===== src/rtl/lathe_star_delta_seq.sv =====
// Star-delta spindle starter: sequences main/star/delta contactors with interlock,
// break-before-make dead time, main-contactor feedback supervision and a latched fault path.
module lathe_star_delta_seq #(
    parameter int unsigned CW         = 28,
    parameter int unsigned STAR_TIME  = 250_000_000,
    parameter int unsigned DEADTIME   = 2_500_000,
    parameter int unsigned FB_TIMEOUT = 5_000_000
) (
    input  logic       clk,
    input  logic       rst_n,
    input  logic       ena,
    input  logic       run_req,
    input  logic       estop,
    input  logic       ovl_trip,
    input  logic       main_fb,
    input  logic       fault_clr,
    output logic       k_main,
    output logic       k_star,
    output logic       k_delta,
    output logic       fault,
    output logic [1:0] fault_code,
    output logic [2:0] state_o
);

    typedef enum logic [2:0] {
        S_IDLE  = 3'd0,
        S_STAR  = 3'd1,
        S_DEAD  = 3'd2,
        S_DELTA = 3'd3,
        S_FAULT = 3'd4
    } state_t;

    localparam logic [CW-1:0] STAR_LAST = CW'(STAR_TIME - 1);
    localparam logic [CW-1:0] DEAD_LAST = CW'(DEADTIME - 1);
    localparam logic [CW-1:0] FB_LIM    = CW'(FB_TIMEOUT);
    localparam logic [CW-1:0] CNT_MAX   = '1;

    state_t        state_q, state_d;
    logic [CW-1:0] cnt_q, cnt_d, cnt_inc;
    logic [1:0]    code_q, code_d;
    logic          k_main_q, k_star_q, k_delta_q, fault_q;
    logic          fault_hit;
    logic [1:0]    fault_hit_code;

    always_comb begin
        state_d        = state_q;
        cnt_d          = cnt_q;
        code_d         = code_q;
        fault_hit      = 1'b0;
        fault_hit_code = 2'd0;
        cnt_inc        = (cnt_q == CNT_MAX) ? cnt_q : cnt_q + 1'b1;

        // Fault supervision runs in every state except FAULT; estop wins over overload over feedback.
        if (state_q != S_FAULT) begin
            if (estop) begin
                fault_hit      = 1'b1;
                fault_hit_code = 2'd1;
            end else if (ovl_trip) begin
                fault_hit      = 1'b1;
                fault_hit_code = 2'd2;
            end else if (((state_q == S_STAR) && (cnt_q >= FB_LIM) && !main_fb) ||
                         (((state_q == S_DEAD) || (state_q == S_DELTA)) && !main_fb)) begin
                fault_hit      = 1'b1;
                fault_hit_code = 2'd3;
            end
        end

        if (fault_hit) begin
            state_d = S_FAULT;
            cnt_d   = '0;
            code_d  = fault_hit_code;
        end else begin
            case (state_q)
                S_IDLE: begin
                    cnt_d = '0;
                    if (run_req) state_d = S_STAR;
                end
                S_STAR: begin
                    if (!run_req) begin
                        state_d = S_IDLE;
                        cnt_d   = '0;
                    end else if (cnt_q == STAR_LAST) begin
                        state_d = S_DEAD;
                        cnt_d   = '0;
                    end else begin
                        cnt_d = cnt_inc;
                    end
                end
                S_DEAD: begin
                    if (!run_req) begin
                        state_d = S_IDLE;
                        cnt_d   = '0;
                    end else if (cnt_q == DEAD_LAST) begin
                        state_d = S_DELTA;
                        cnt_d   = '0;
                    end else begin
                        cnt_d = cnt_inc;
                    end
                end
                S_DELTA: begin
                    cnt_d = '0;
                    if (!run_req) state_d = S_IDLE;
                end
                S_FAULT: begin
                    cnt_d = '0;
                    // Leaving FAULT needs an explicit ack with every cause gone and no pending run.
                    if (fault_clr && !estop && !ovl_trip && !run_req) begin
                        state_d = S_IDLE;
                        code_d  = 2'd0;
                    end
                end
                default: begin
                    state_d = S_IDLE;
                    cnt_d   = '0;
                    code_d  = 2'd0;
                end
            endcase
        end
    end

    // Coils are decoded from the next state so they change on the same edge as state_q.
    always_ff @(posedge clk or negedge rst_n) begin
        if (!rst_n) begin
            state_q   <= S_IDLE;
            cnt_q     <= '0;
            code_q    <= 2'd0;
            k_main_q  <= 1'b0;
            k_star_q  <= 1'b0;
            k_delta_q <= 1'b0;
            fault_q   <= 1'b0;
        end else if (ena) begin
            state_q   <= state_d;
            cnt_q     <= cnt_d;
            code_q    <= code_d;
            k_main_q  <= (state_d == S_STAR) || (state_d == S_DEAD) || (state_d == S_DELTA);
            k_star_q  <= (state_d == S_STAR);
            k_delta_q <= (state_d == S_DELTA);
            fault_q   <= (state_d == S_FAULT);
        end
    end

    assign k_main     = k_main_q;
    assign k_star     = k_star_q;
    assign k_delta    = k_delta_q;
    assign fault      = fault_q;
    assign fault_code = code_q;
    assign state_o    = state_q;

endmodule


===== config.mk =====
export PLATFORM = sky130hd
export DESIGN_NAME = lathe_star_delta_seq
export DESIGN_NICKNAME = d
export VERILOG_FILES = /design/src/rtl/lathe_star_delta_seq.sv
export SDC_FILE = /design/constraint.sdc
export NUM_CORES = 1
export LEC_CHECK = 0
export CELL_PAD_IN_SITES_DETAIL_PLACEMENT = 2
export CELL_PAD_IN_SITES_GLOBAL_PLACEMENT = 2
export CORE_MARGIN = 2
export CORE_UTILIZATION = 41
export CTS_BUF_LIST = sky130_fd_sc_hd__clkbuf_8
export DETAILED_ROUTE_END_ITERATION = 12
export DONT_BUFFER_PORTS = 1
export PLACE_DENSITY_LB_ADDON = 0.08
export SYNTH_ARGS = -nofsm -noshare
export SYNTH_HDL_FRONTEND = slang
export SYNTH_SLANG_ARGS = --single-unit

===== constraint.sdc =====
create_clock -name clk -period 3.33 [get_ports clk]
set_clock_uncertainty 0.05 [all_clocks]
set_input_delay 0.999 -clock clk [delete_from_list [all_inputs] [get_ports clk]]
set_output_delay 0.999 -clock clk [all_outputs]
set_load 0.005 [all_outputs]

# After elaboration in Yosys (flattened, before gate mapping)
# Cells that the tools add are included.
word_totals:
  out_inout_bits: 9
  regBits: 37
  word_cells: 67
op_classes:
  reduce_logical: 17
  eq_ne: 14
  order_cmp: 1
  mux: 27
  n_addsub: 1
op_table:
  columns: ["op", "n"]
  rows:
  - ["2-to-1 mux 28 bit", 6]
  - ["equality test 28 bit (second input constant)", 2]
  - ["one-hot mux 28 bit (2 select lines)", 1]
  - ["adder 28 x 1 -> 28 bit (second input constant)", 1]
  - ["equality test 28 x 22 -> 1 bit (second input constant)", 1]
  - ["greater-or-equal comparator 28 x 23 -> 1 bit (second input constant)", 1]
  - ["2-to-1 mux 3 bit", 8]
  - ["one-hot mux 3 bit (5 select lines)", 1]
  - ["equality test 3 x 2 -> 1 bit (second input constant)", 4]
  - ["2-to-1 mux 2 bit", 6]
  - ["equality test 3 x 1 -> 1 bit (second input constant)", 2]
  - ["equality test 3 bit (second input constant)", 2]
  - ["logical AND 1 bit", 6]
  - ["inequality test 3 bit (second input constant)", 2]
  - ["zero test 1 bit", 4]
  - ["logical OR 1 bit", 4]
  - ["2-to-1 mux 1 bit", 4]
  - ["one-hot mux 2 bit (2 select lines)", 1]
  - ["OR reduction 4 bit", 1]
  - ["zero test 3 bit", 1]
  - ["AND reduction 3 bit", 1]
  - ["inequality test 2 x 1 -> 1 bit (second input constant)", 1]

# Logic depth before layout (Yosys ltp)
# Gate-level depths: netlist (run 1).
logic_depth:
  word_depth: 12
  mapped_depth: 8
  mapped_depth_nobuf: 7

# Least setup slack after synthesis (run 1)
# No wires, ideal clock.
synth_path:
  kind: "register to register"
  startpoint: "register cnt_q[14]"
  endpoint: "register cnt_q[12]"
  period_less_slack_ns: 2.569
  n_path_buf: 1
  slack_ns: 0.761
  path_stages_with_launch: 8
  arrival_time_ns: 2.385
  cell_sequence: "dfrtp_1 > or4_1 > or4_4 > o41ai_4 > o31ai_2 > buf_6 > a32oi_1 > o31ai_1"
synth_between:
  elab_chain_len: 9
  word_cells_on_any_way: 18
  cone_classes: "order compare: 1; eq/ne: 3; mux: 11; reduce/logical: 3"
synth_lines:
  columns: ["item", "line", "text"]
  rows:
  - ["start: declaration", "39", "logic [CW-1:0] cnt_q, cnt_d, cnt_inc;"]
  - ["start signal: assignment", "133", "cnt_q <= cnt_d;"]
  - ["greater-or-equal comparator 28 x 23 -> 1 bit", "61", "end else if (((state_q == S_STAR) && (cnt_q >= FB_LIM) && !main_fb) ||"]
  - ["logical AND 1 bit (2 in series)", "61", null]
  - ["logical OR 1 bit", "61", null]
  - ["2-to-1 mux 1 bit", "61", null]
  - ["2-to-1 mux 1 bit", "58", "end else if (ovl_trip) begin"]
  - ["2-to-1 mux 1 bit", "55", "if (estop) begin"]
  - ["2-to-1 mux 1 bit", "54", "if (state_q != S_FAULT) begin"]
  - ["2-to-1 mux 28 bit *", "68", "if (fault_hit) begin"]
# Mark *: on every way between the ends. The rest lies on a longest branch, timed or not.
# A chain may end at the register's enable or synchronous reset.

# Worst setup path in the final report (run 1)
layout_path:
  startpoint: "register cnt_q[0]"
  endpoint: "register cnt_q[23]"
# The elaborated chain is that of the path after synthesis.

==> results of run 1 <==
==> state kept, by name, indices dropped and copies added, names as in the netlist <==
name        flops
fault           1
cnt_q          28
k_star          1
state_o         3
fault_code      2
k_main          1
k_delta         1
==> logic make-up (layout without fill, tap and decap cells) <==
logic type,Yosys count,after routing
AO/OA/AOI/OAI,81,81
XOR/XNOR,3,3
adder cells (fa/ha/maj),2,2
buffers and inverters,34,35
flip-flops,37,37
multiplexers,4,4
AND/OR/NAND/NOR,129,129
==> Yosys cell counts (all sizes together) (3+ instances only) <==
cell type / n / area share (%)
o21ai: 10 / 2.0
o211ai: 5 / 1.5
or4: 3 / 1.0
nand4: 20 / 5.0
and3: 5 / 1.2
nand3: 24 / 4.8
mux2i: 4 / 1.6
nor4: 5 / 1.7
dfrtp: 37 / 37
o2bb2ai: 5 / 1.7
and4: 8 / 2.8
a21oi: 9 / 1.8
nor2: 16 / 2.4
nand2b: 4 / 1.0
and2: 4 / 1.0
a31oi: 21 / 5.2
o41ai: 3 / 1.8
a41oi: 4 / 1.7
inv: 15 / 2.2
o31ai: 4 / 1.4
clkbuf: 13 / 1.9
nor2b: 3 / 0.75
nand4b: 5 / 1.7
o22ai: 5 / 1.2
or3: 3 / 0.75
nor3: 6 / 1.4
nand2: 19 / 2.9
buf: 6 / 1.6
==> layout make-up <==
cell class / instances / area (um2) / area share (%)
Clock inverter: 2 / 35.0 / 1.28
Sequential cell: 37 / 926 / 33.9
Clock buffer: 5 / 68.8 / 2.52
Timing Repair Buffer: 13 / 97.6 / 3.58
Tap cell: 75 / 93.8 / 3.44
Multi-Input combinational cell: 219 / 1450 / 53.2
Inverter: 15 / 56.3 / 2.06
==> per-layer routing <==
layer  track usage [%]  wire (um)  vias to the layer above
met4              5.67         73                        0
met2              44.6       4200                       34
met5                 0          0                        -
met3              4.13        219                        7
li1                  -          -                     1128
met1              39.9       4060                     1274
==> where the power goes <==
group	internal (mW)	switching (mW)	leakage, nW
logic	0.0255	0.0376	0.436
clock network	0.218	0.176	0.0540
registers	0.467	0.0208	0.507
total	0.710	0.235	0.997
==> stage by stage <==
| stage | util, % | total power [mW] | instances | area, um2 | worst slack [ps] |
|---|---|---|---|---|---|
| after floorplan | - | 0.543 | 290 | 2510 | 761 |
| after global placement | 44.3 | 0.556 | 359 | 2620 | 473 |
| after detailed placement | 44.3 | 0.559 | 359 | 2620 | 387 |
| after CTS | 46.1 | 0.952 | 366 | 2730 | 361 |
| after global routing | 46.1 | 0.978 | 366 | 2730 | 69.8 |
| final | 46.1 | 0.945 | 366 | 2730 | 337 |
==> placed cells by master, fill, tap and decap left out, drive strengths merged, types with 3 or more instances in the layout <==
| cell | count |
|---|---|
| a21oi | 9 |
| a31oi | 21 |
| a41oi | 4 |
| and2 | 4 |
| and3 | 5 |
| and4 | 8 |
| buf | 13 |
| clkbuf | 5 |
| dfrtp | 37 |
| inv | 15 |
| mux2i | 4 |
| nand2 | 19 |
| nand2b | 4 |
| nand3 | 24 |
| nand4 | 20 |
| nand4b | 5 |
| nor2 | 16 |
| nor2b | 3 |
| nor3 | 6 |
| nor4 | 5 |
| o211ai | 5 |
| o21ai | 10 |
| o22ai | 5 |
| o2bb2ai | 5 |
| o31ai | 4 |
| o41ai | 3 |
| or3 | 3 |
| or4 | 3 |
==> worst paths after layout <==
| check | startpoint | end | slack, ps | cells past startpoint |
|---|---|---|---|---|
| min | rst_n | cnt_q[6] | 340 | 0 |
| min reg2reg | fault_code[1] | fault_code[1] | 460 | 2 |
| max in group asynchronous | rst_n | cnt_q[19] | 2810 | 0 |
| max | cnt_q[0] | cnt_q[23] | 340 | 7 |
| min in group clk | fault_code[1] | fault_code[1] | 460 | 2 |
| max reg2reg | cnt_q[0] | cnt_q[23] | 340 | 7 |
==> impl_results.md, run 1 <==
* # port buffers at 0
* Post-synthesis xor/xnor area fraction at 1.05%
* Leak at 0.997 nW
* Max-slew headroom at 24.0%
* Post-synthesis register bit count at 37
* Clock transition at the registers of the reported paths at 80 ps
* Fin. Hold Viols at 0
* Total Die Area at 0.00676 mm2
* Hold Buf Count CTS at 0
* Synthesized area per cell at 8.65 um2
* Setup TNS at 0 ps
* Simple-gate portion of the synthesized area at 29.9%
* Worst setup path category: reg -> reg
* CP peak stage delay at 1000 ps
* Synth Area in Adders at 0.998%
* Fillers at 672
* Setup violators final at 0
* Max Freq at 334 MHz
* Mapped Cells at 290
* # diodes at 0
* Synth Area in Compound Gates at 23.7%
* Synth Cell Area at 0.00251 mm2
* DR vias at 2443
* Setup Buffers After CTS at 0
* Syn_nets at 300
* Initial antenna violation count at 0
* Sequential share of the synthesized area at 36.9%
* Worst-Margin Slew at 1130 ps
* Width of the die at 82.2 um
* Drt first pass iters at 4
* Clock latency on the worst-skew pair at 300 ps
* Largest family of logic cells by synthesized area: simple AND/OR/NAND/NOR gates
* Unrepaired setup endpoints after global routing: no
* Fin crit share at 89.9%
* Final Max Slew Viols at 0
* Max cap viols at 0
* Post-route DRC at 0
* Share of layout cells above drive strength 1 at 10.3%
* Tightest Hold Check Type: in -> async
* GRT Residual Overflow at 0
* Synth async-reset ratio at 100%
* Initial Utilization at 42.3%
* WP data arrival at 3130 ps
* Site row count at 28
* Ys flop type: dfrtp_1
* Cell variety after synth at 56
* CP Capture Type: flip-flop
* Global placer's final weighted congestion at 0.829
* CORE AREA at 0.00592 mm2
* TritonCTS sink count at 37
* Total wire length at 8550 um
* Tmin final at 2990 ps
* Area growth syn-to-layout at 8.78%
* Final #Nets at 301
* Mux cell area share after synthesis at 1.60%
* Critical Path Fanout Max at 8
* Pin count of the biggest net entering global routing at 38
* PD cells at 346 mW/mm2
* Clk buf depth at 2
* TritonCTS clock tree: built
* Drt wl/cell at 23.4 um
* CP Cell Sequence: ha_1, and4_1, and4_1, a311oi_1, nand4_1, a31oi_1, o22ai_1
* Drt first-iter violations at 134
* Antenna Violating Nets Remaining at 0
* Synth Warn # at 0
* Number of buffers created by CTS at 5
* Vias in the first global route at 2533
* First-pass GRT wire length at 14100 um
* Die height at 82.2 um
* Status: completed
* Data required, critical path at 3460 ps
* CP Launch Type: flip-flop
* I/O pin count at 17
* Critical-path top delay cell: a311oi_1
* DR vias/cell at 6.67
* Post-CTS sizing at 0
* Clock root buffer: clkbuf_8
* WHS at 336 ps
* CP dominant cell by count: and4_1
* CP top delay family: compound AO/OA/AOI/OAI gates
* Peak VDD IR at 0.159 mV
* Number of synthesized flops with an enable pin at 0
* Crit path buffers/inverters at 0
* GRT Overall Usage at 27.8%
* H-Tree Depth at 2
* DP HPWL at 5920 um
No activity file was read; power rests on OpenSTA's default activity.
==> run 2, diff against run 1 <==
Settings changed: ABC_CLOCK_PERIOD_IN_PS set to 3330.
==> results of run 2 <==
No change in the layout: final DEF, timing and power equal those of run 1.
